File: src/rtl/fifo72_rr_arbiter.sv
// Packet-granular round-robin arbiter draining NPORTS FWFT FIFOs into one sink FIFO.
// Frames are never interleaved; oversize frames are truncated with a forced EOP and the rest discarded.
module fifo72_rr_arbiter #(
    parameter int unsigned NPORTS    = 2,
    parameter int unsigned MAX_WORDS = 192
) (
    input  logic                 clk,
    input  logic                 rst_n,
    input  logic                 en,
    input  logic [72*NPORTS-1:0] src_dout,
    input  logic [NPORTS-1:0]    src_empty,
    output logic [NPORTS-1:0]    src_rd_en,
    output logic [71:0]          out_din,
    output logic                 out_wr_en,
    input  logic                 out_full,
    output logic [NPORTS-1:0]    grant,
    output logic                 busy,
    output logic                 err_oversize,
    output logic [31:0]          frame_cnt,
    output logic [15:0]          drop_cnt
);

    localparam int unsigned IdxW  = (NPORTS > 1) ? $clog2(NPORTS) : 1;
    localparam int unsigned WcntW = $clog2(MAX_WORDS + 1);
    localparam logic [WcntW-1:0] MaxWords = WcntW'(MAX_WORDS);

    typedef enum logic [1:0] {
        StIdle,
        StXfer,
        StDiscard
    } state_e;

    state_e            state_q, state_d;
    logic [IdxW-1:0]   owner_q, owner_d;
    logic [IdxW-1:0]   last_q, last_d;
    logic [NPORTS-1:0] grant_q, grant_d;
    logic [WcntW-1:0]  wcnt_q, wcnt_d;
    logic [WcntW-1:0]  wcnt_inc;
    logic [71:0]       out_din_q, out_din_d;
    logic              out_wr_en_q, out_wr_en_d;
    logic              err_q, err_d;
    logic [31:0]       frame_cnt_q, frame_cnt_d;
    logic [15:0]       drop_cnt_q, drop_cnt_d;

    logic              found_hi, found_lo, found;
    logic [IdxW-1:0]   pick_hi, pick_lo, pick;
    logic [71:0]       word;
    logic              src_ne;
    logic              rd;

    // Round-robin pick: first requester above last, else the lowest requester overall.
    always_comb begin
        found_hi = 1'b0;
        found_lo = 1'b0;
        pick_hi  = '0;
        pick_lo  = '0;
        for (int i = int'(NPORTS) - 1; i >= 0; i--) begin
            if (!src_empty[i]) begin
                found_lo = 1'b1;
                pick_lo  = IdxW'(i);
                if (i > int'(last_q)) begin
                    found_hi = 1'b1;
                    pick_hi  = IdxW'(i);
                end
            end
        end
        found = found_hi | found_lo;
        pick  = found_hi ? pick_hi : pick_lo;
    end

    always_comb begin
        word = '0;
        for (int i = 0; i < int'(NPORTS); i++) begin
            if (grant_q[i]) word = src_dout[72*i +: 72];
        end
    end

    assign src_ne = |(grant_q & ~src_empty);

    // Read strobe is gated by reset so nothing is pulled from a source during reset.
    always_comb begin
        rd = 1'b0;
        if (rst_n) begin
            case (state_q)
                StXfer:    rd = src_ne & ~out_full;
                StDiscard: rd = src_ne;
                default:   rd = 1'b0;
            endcase
        end
        src_rd_en = grant_q & {NPORTS{rd}};
    end

    always_comb begin
        state_d     = state_q;
        owner_d     = owner_q;
        last_d      = last_q;
        grant_d     = grant_q;
        wcnt_d      = wcnt_q;
        out_din_d   = out_din_q;
        out_wr_en_d = 1'b0;
        err_d       = 1'b0;
        frame_cnt_d = frame_cnt_q;
        drop_cnt_d  = drop_cnt_q;
        wcnt_inc    = wcnt_q + 1'b1;
        case (state_q)
            StIdle: begin
                if (en && found) begin
                    state_d = StXfer;
                    owner_d = pick;
                    grant_d = {{(NPORTS-1){1'b0}}, 1'b1} << pick;
                    wcnt_d  = '0;
                end
            end
            StXfer: begin
                if (rd) begin
                    out_din_d   = word;
                    out_wr_en_d = 1'b1;
                    wcnt_d      = wcnt_inc;
                    if (word[71]) begin
                        state_d     = StIdle;
                        last_d      = owner_q;
                        grant_d     = '0;
                        frame_cnt_d = frame_cnt_q + 32'd1;
                    end else if (wcnt_inc == MaxWords) begin
                        out_din_d[71] = 1'b1;
                        err_d         = 1'b1;
                        frame_cnt_d   = frame_cnt_q + 32'd1;
                        drop_cnt_d    = drop_cnt_q + 16'd1;
                        state_d       = StDiscard;
                    end
                end
            end
            StDiscard: begin
                if (rd && word[71]) begin
                    state_d = StIdle;
                    last_d  = owner_q;
                    grant_d = '0;
                end
            end
            default: begin
                state_d = StIdle;
                grant_d = '0;
            end
        endcase
    end

    always_ff @(posedge clk) begin
        if (!rst_n) begin
            state_q     <= StIdle;
            owner_q     <= '0;
            last_q      <= IdxW'(NPORTS - 1);
            grant_q     <= '0;
            wcnt_q      <= '0;
            out_din_q   <= '0;
            out_wr_en_q <= 1'b0;
            err_q       <= 1'b0;
            frame_cnt_q <= '0;
            drop_cnt_q  <= '0;
        end else begin
            state_q     <= state_d;
            owner_q     <= owner_d;
            last_q      <= last_d;
            grant_q     <= grant_d;
            wcnt_q      <= wcnt_d;
            out_din_q   <= out_din_d;
            out_wr_en_q <= out_wr_en_d;
            err_q       <= err_d;
            frame_cnt_q <= frame_cnt_d;
            drop_cnt_q  <= drop_cnt_d;
        end
    end

    assign out_din      = out_din_q;
    assign out_wr_en    = out_wr_en_q;
    assign grant        = grant_q;
    assign busy         = (state_q != StIdle);
    assign err_oversize = err_q;
    assign frame_cnt    = frame_cnt_q;
    assign drop_cnt     = drop_cnt_q;

endmodule

File: config.mk
export PLATFORM = sky130hd
export DESIGN_NAME = fifo72_rr_arbiter
export DESIGN_NICKNAME = d
export VERILOG_FILES = /design/src/rtl/fifo72_rr_arbiter.sv
export SDC_FILE = /design/constraint.sdc
export NUM_CORES = 1
export LEC_CHECK = 0
export ABC_AREA = 1
export CORE_MARGIN = 2
export CORE_UTILIZATION = 44
export DETAILED_ROUTE_END_ITERATION = 8
export PLACE_DENSITY_LB_ADDON = 0.12
export SLEW_MARGIN = 20
export SYNTH_ARGS = -nofsm -noshare
export SYNTH_HDL_FRONTEND = slang
export SYNTH_SLANG_ARGS = --single-unit
File: constraint.sdc
create_clock -name clk -period 2.3 [get_ports clk]
set_input_delay 0.46 -clock clk [delete_from_list [all_inputs] [get_ports clk]]
set_output_delay 0.46 -clock clk [all_outputs]
set_load 0.05 [all_outputs]
==> results.md <==
Outcome:
- The flow ran to the end, and the final reports show no timing, DRC or antenna violations.

Timing:
- Setup repair after global routing left no endpoint under its margin.
- The routed design could run at a clock period as short as 2.18 ns.
- Adding up every negative setup slack in the final design gives 0 ns.
- At the pin with the least slew margin, the transition time is 0.771 ns.
- The maximum clock frequency is 0.458 GHz.
- The max-slew headroom at the worst pin is 48.6%.
- Of the available clock period, the critical path in the final layout requires a little over nine tenths.
- The final count of pins violating max slew is 0.
- The count of final hold-check violations came to 0.
- The setup slack of the critical path after layout is around 0.12 ns.
- Setup violations remaining at the end of the flow were counted as 0.
- The final clock skew is 0.0101 ns.

Floorplan:
- 277 I/O pins were placed.
- The floorplan step defined a core boundary enclosing 15100 um^2.
- The y dimension of the die is 128 um.
- The initialized floorplan defines 45 standard-cell rows.
- The initial core utilization is 44.7%.
- The floorplan die area is around 16000 um^2.
- The width of the chip is between 100 and 150 um.

CTS:
- After clock tree synthesis, the clock-pin slew on the worst setup and hold paths is 0.06 ns.
- Clock latency on the worst-skew pair, taken at its later pin, is 0.42 ns.
- In this run the number of H-tree levels came out at 4.
- Hold repair after CTS inserted 0 buffers.
- The clock root buffer master is sky130_fd_sc_hd__clkbuf_16.
- The TritonCTS clock tree is yes.
- The sink count of the clock tree is 136.
- No sink is reached through more buffers than the 2 on the longest clock path.
- The TritonCTS buffer count is 17.

GRT:
- The maximum number of pins on one net before global-route repair is 72.
- Global routing used 26.5% of the available tracks across all layers.
- The remaining global-route overflow is 0.
- The via count of the first global-routing pass is roughly 7000.
- The first-pass GRT wire length is 34500 um.
- The number of antenna violations at the first check in global routing came to 1.

Synthesis:
- The post-synth design cell area is 6750 um^2.
- The flip-flop and latch count after synthesis is 136.
- Counting every instance in the synthesized netlist gives 937.
- The post-synthesis cell type count is 32.
- After synthesis, the cell types taking the most area are sky130_fd_sc_hd__dfxtp_1 40%, sky130_fd_sc_hd__nand2_1 10%, sky130_fd_sc_hd__a21oi_1 8.9%, sky130_fd_sc_hd__a22oi_1 8.3%, sky130_fd_sc_hd__o21ai_0 5.7%.
- Summing the sequential cell areas from Yosys gives 40.3% of the chip area.
- Synthesis produced a netlist with a net count of 1094.
- The total number of yosys warnings is 0.
- The fraction of post-synthesis cell area in the top cell type by area is 40.3%.
- The synthesized area per cell is 7.20 um^2.
- Of all cell types, the one taking the most synthesized area is sky130_fd_sc_hd__dfxtp_1.

Detailed routing:
- In this run, the number of DRC markers left after iteration 0 of detailed routing was roughly 480.
- Dividing the detail-routed via count by the number of cells gives 5.31.
- The routed layout has 7433 vias.
- The routed length per instance is 15.7 um.
- The first-pass iteration count of the detailed router is 5.
- The number of routed nets with antenna violations is 0.
- In the routed design, unresolved DRC markers number 0.
- After detailed routing, the total wire length is between 20000 and 25000 um.

Placement:
- Counting tap cells, the placed design contains a total of 1365 instances.
- The routability congestion estimate from global placement is 0.915.
- The placed instances occupy a cell area of 9760 um^2.
- Once detailed placement completed, the half-perimeter wirelength came to 15900 um.
- Before CTS, the worst setup slack after placement is 0.0365 ns.
- Input and output buffers added on the ports amount to 276.

Setup path:
- The sort of element at the end of the critical path is a primary output.
- The maximum fanout count along the critical path is 3.
- For the worst setup path, the data arrival time is around 1.7 ns.
- The type of element launching the critical path is a flop.
- The required arrival time at the worst endpoint is about 1.8 ns.
- The class of the most critical setup path is flop to primary output.

Finish:
- Counting the fill cells in the layout gives 1303.
- Summing all non-filler instances in the final layout gives an area of around 10000 um^2.
- The final instance count without filler cells is roughly 1400.
- The synthesis-to-finish area growth is 54.2%.
- The fraction of final layout cells with drive strength greater than 1 is 6.78%.
- The number of nets in the finished design is between 1000 and 1500.

Power:
- Power spread over the standard cell area amounts to 623 nW/um^2.
- The worst-case IR drop observed on VDD is 0.659 mV.
- The static leakage is about 3.6 nW.

Hold path:
- The worst hold path class is flop to flop.

Job:
- The number of maximum-capacitance constraint violations is 0.
cell usage after synthesis (all sizes together):
| master | n |
|---|---|
| a211oi | 2 |
| a21boi | 1 |
| a21oi | 120 |
| a22oi | 76 |
| buf | 28 |
| clkbuf | 29 |
| dfxtp | 136 |
| ha | 7 |
| inv | 54 |
| nand2 | 188 |
| nand3 | 62 |
| nand3b | 5 |
| nand4 | 12 |
| nor2 | 93 |
| nor3 | 9 |
| o211ai | 1 |
| o21ai | 78 |
| o21bai | 3 |
| or2 | 1 |
| xnor2 | 16 |
| xor2 | 16 |
worst max-delay path: stages, from the launching register on:
cell and delay [ns]:
sky130_fd_sc_hd__dfxtp_2 0.34, sky130_fd_sc_hd__inv_1 0.08, sky130_fd_sc_hd__ha_4 0.26, sky130_fd_sc_hd__nand2_2 0.05, sky130_fd_sc_hd__nand3b_1 0.22, sky130_fd_sc_hd__nor2_2 0.20
sky130_fd_sc_hd__buf_12 0.15
layout make-up:
class                           count  area [um^2]  share of cell area (%)
Multi-Input combinational cell    690         3580                    34.4
Timing Repair Buffer              298         3050                    29.3
Sequential cell                   136         2730                    26.2
Clock buffer                       19          453                    4.35
Tap cell                          188          235                    2.26
Inverter                           54          205                    1.97
Clock inverter                     13          153                    1.47
Antenna cell                        1         2.50                  0.0241
cell families (layout without fill, tap and decap cells):
logic type / Yosys count / count (layout) / synth area share [%]
buffers and inverters: 111 / 384 / 7.06
DFF: 136 / 136 / 40.3
other: 0 / 1 / 0
adders and majority gates: 7 / 7 / 1.30
and+or+nand+nor: 370 / 370 / 23.1
AOI/OAI and AO/OA: 281 / 281 / 24.0
xor gates and xnor gates: 32 / 32 / 4.15
report_power, final:
group | switching [W] | internal (W) | total, W | leakage (nW)
registers | 0.0000344 | 0.00240 | 0.00243 | 1.10
logic | 0.000723 | 0.000544 | 0.00127 | 2.25
clock network | 0.00103 | 0.00175 | 0.00278 | 0.298
cell usage in the layout (no fill, tap or decap), types with 2 or more instances in the layout:
| cell | n |
|---|---|
| sky130_fd_sc_hd__nand3b_1 | 5 |
| sky130_fd_sc_hd__o21ai_0 | 77 |
| sky130_fd_sc_hd__nor2_2 | 5 |
| sky130_fd_sc_hd__clkbuf_8 | 2 |
| sky130_fd_sc_hd__bufinv_16 | 3 |
| sky130_fd_sc_hd__ha_1 | 5 |
| sky130_fd_sc_hd__clkinv_2 | 6 |
| sky130_fd_sc_hd__o21bai_1 | 2 |
| sky130_fd_sc_hd__nor2_1 | 86 |
| sky130_fd_sc_hd__nand3_1 | 61 |
| sky130_fd_sc_hd__nand2_1 | 184 |
| sky130_fd_sc_hd__clkbuf_16 | 17 |
| sky130_fd_sc_hd__nand2_2 | 4 |
| sky130_fd_sc_hd__nand4_1 | 12 |
| sky130_fd_sc_hd__inv_1 | 49 |
| sky130_fd_sc_hd__dfxtp_1 | 134 |
| sky130_fd_sc_hd__nor2_4 | 2 |
| sky130_fd_sc_hd__clkdlybuf4s50_1 | 272 |
| sky130_fd_sc_hd__buf_4 | 14 |
| sky130_fd_sc_hd__a211oi_1 | 2 |
| sky130_fd_sc_hd__clkinvlp_4 | 2 |
| sky130_fd_sc_hd__xnor2_1 | 16 |
| sky130_fd_sc_hd__a21oi_1 | 120 |
| sky130_fd_sc_hd__xor2_1 | 16 |
| sky130_fd_sc_hd__inv_2 | 4 |
| sky130_fd_sc_hd__a22oi_1 | 75 |
| sky130_fd_sc_hd__dfxtp_2 | 2 |
| sky130_fd_sc_hd__clkinv_4 | 2 |
| sky130_fd_sc_hd__nor3_1 | 9 |
| sky130_fd_sc_hd__buf_12 | 11 |
through the flow:
step	utilization, %	total power (W)	hold slack [ns]
floorplan	-	0.00320	0.438
global placement	64.7	0.00369	0.461
detailed placement	64.7	0.00369	0.462
CTS	68.8	0.00649	0.471
global route	68.9	0.00676	0.503
finish	68.9	0.00648	0.468
worst paths after layout:
path	startpoint	slack, ns	depth (start not counted)	end
setup / recovery	state_q[0]	0.12	6	src_rd_en[0]
setup reg to reg	wcnt_q[0]	0.28	11	drop_cnt[12]
hold / removal	owner_q	0.47	2	last_q
hold reg to reg	owner_q	0.47	2	last_q
registers in the layout, indices dropped and copies added, names as in the netlist:
register and count:
out_wr_en 1, state_q 2, out_din 72, owner_q 1, last_q 1, err_oversize 1
grant 2, wcnt_q 8, frame_cnt 32, drop_cnt 16
per-layer routing:
metal	vias up	track usage (%)	part of all wire [%]
li1	3731	-	-
met1	3440	30.6	41
met2	232	46.1	50
met3	30	9.10	7.4
met4	0	8.92	2.1
met5	-	0	0
what timing repair did:
item	CTS	global route
gates resized for setup	2	5
pin swaps	0	1
hold endpoints to repair	0	0
buffers inserted	1	0
endpoints found under the setup margin	2	2
Note: power is estimated with default switching activity, not from simulation.
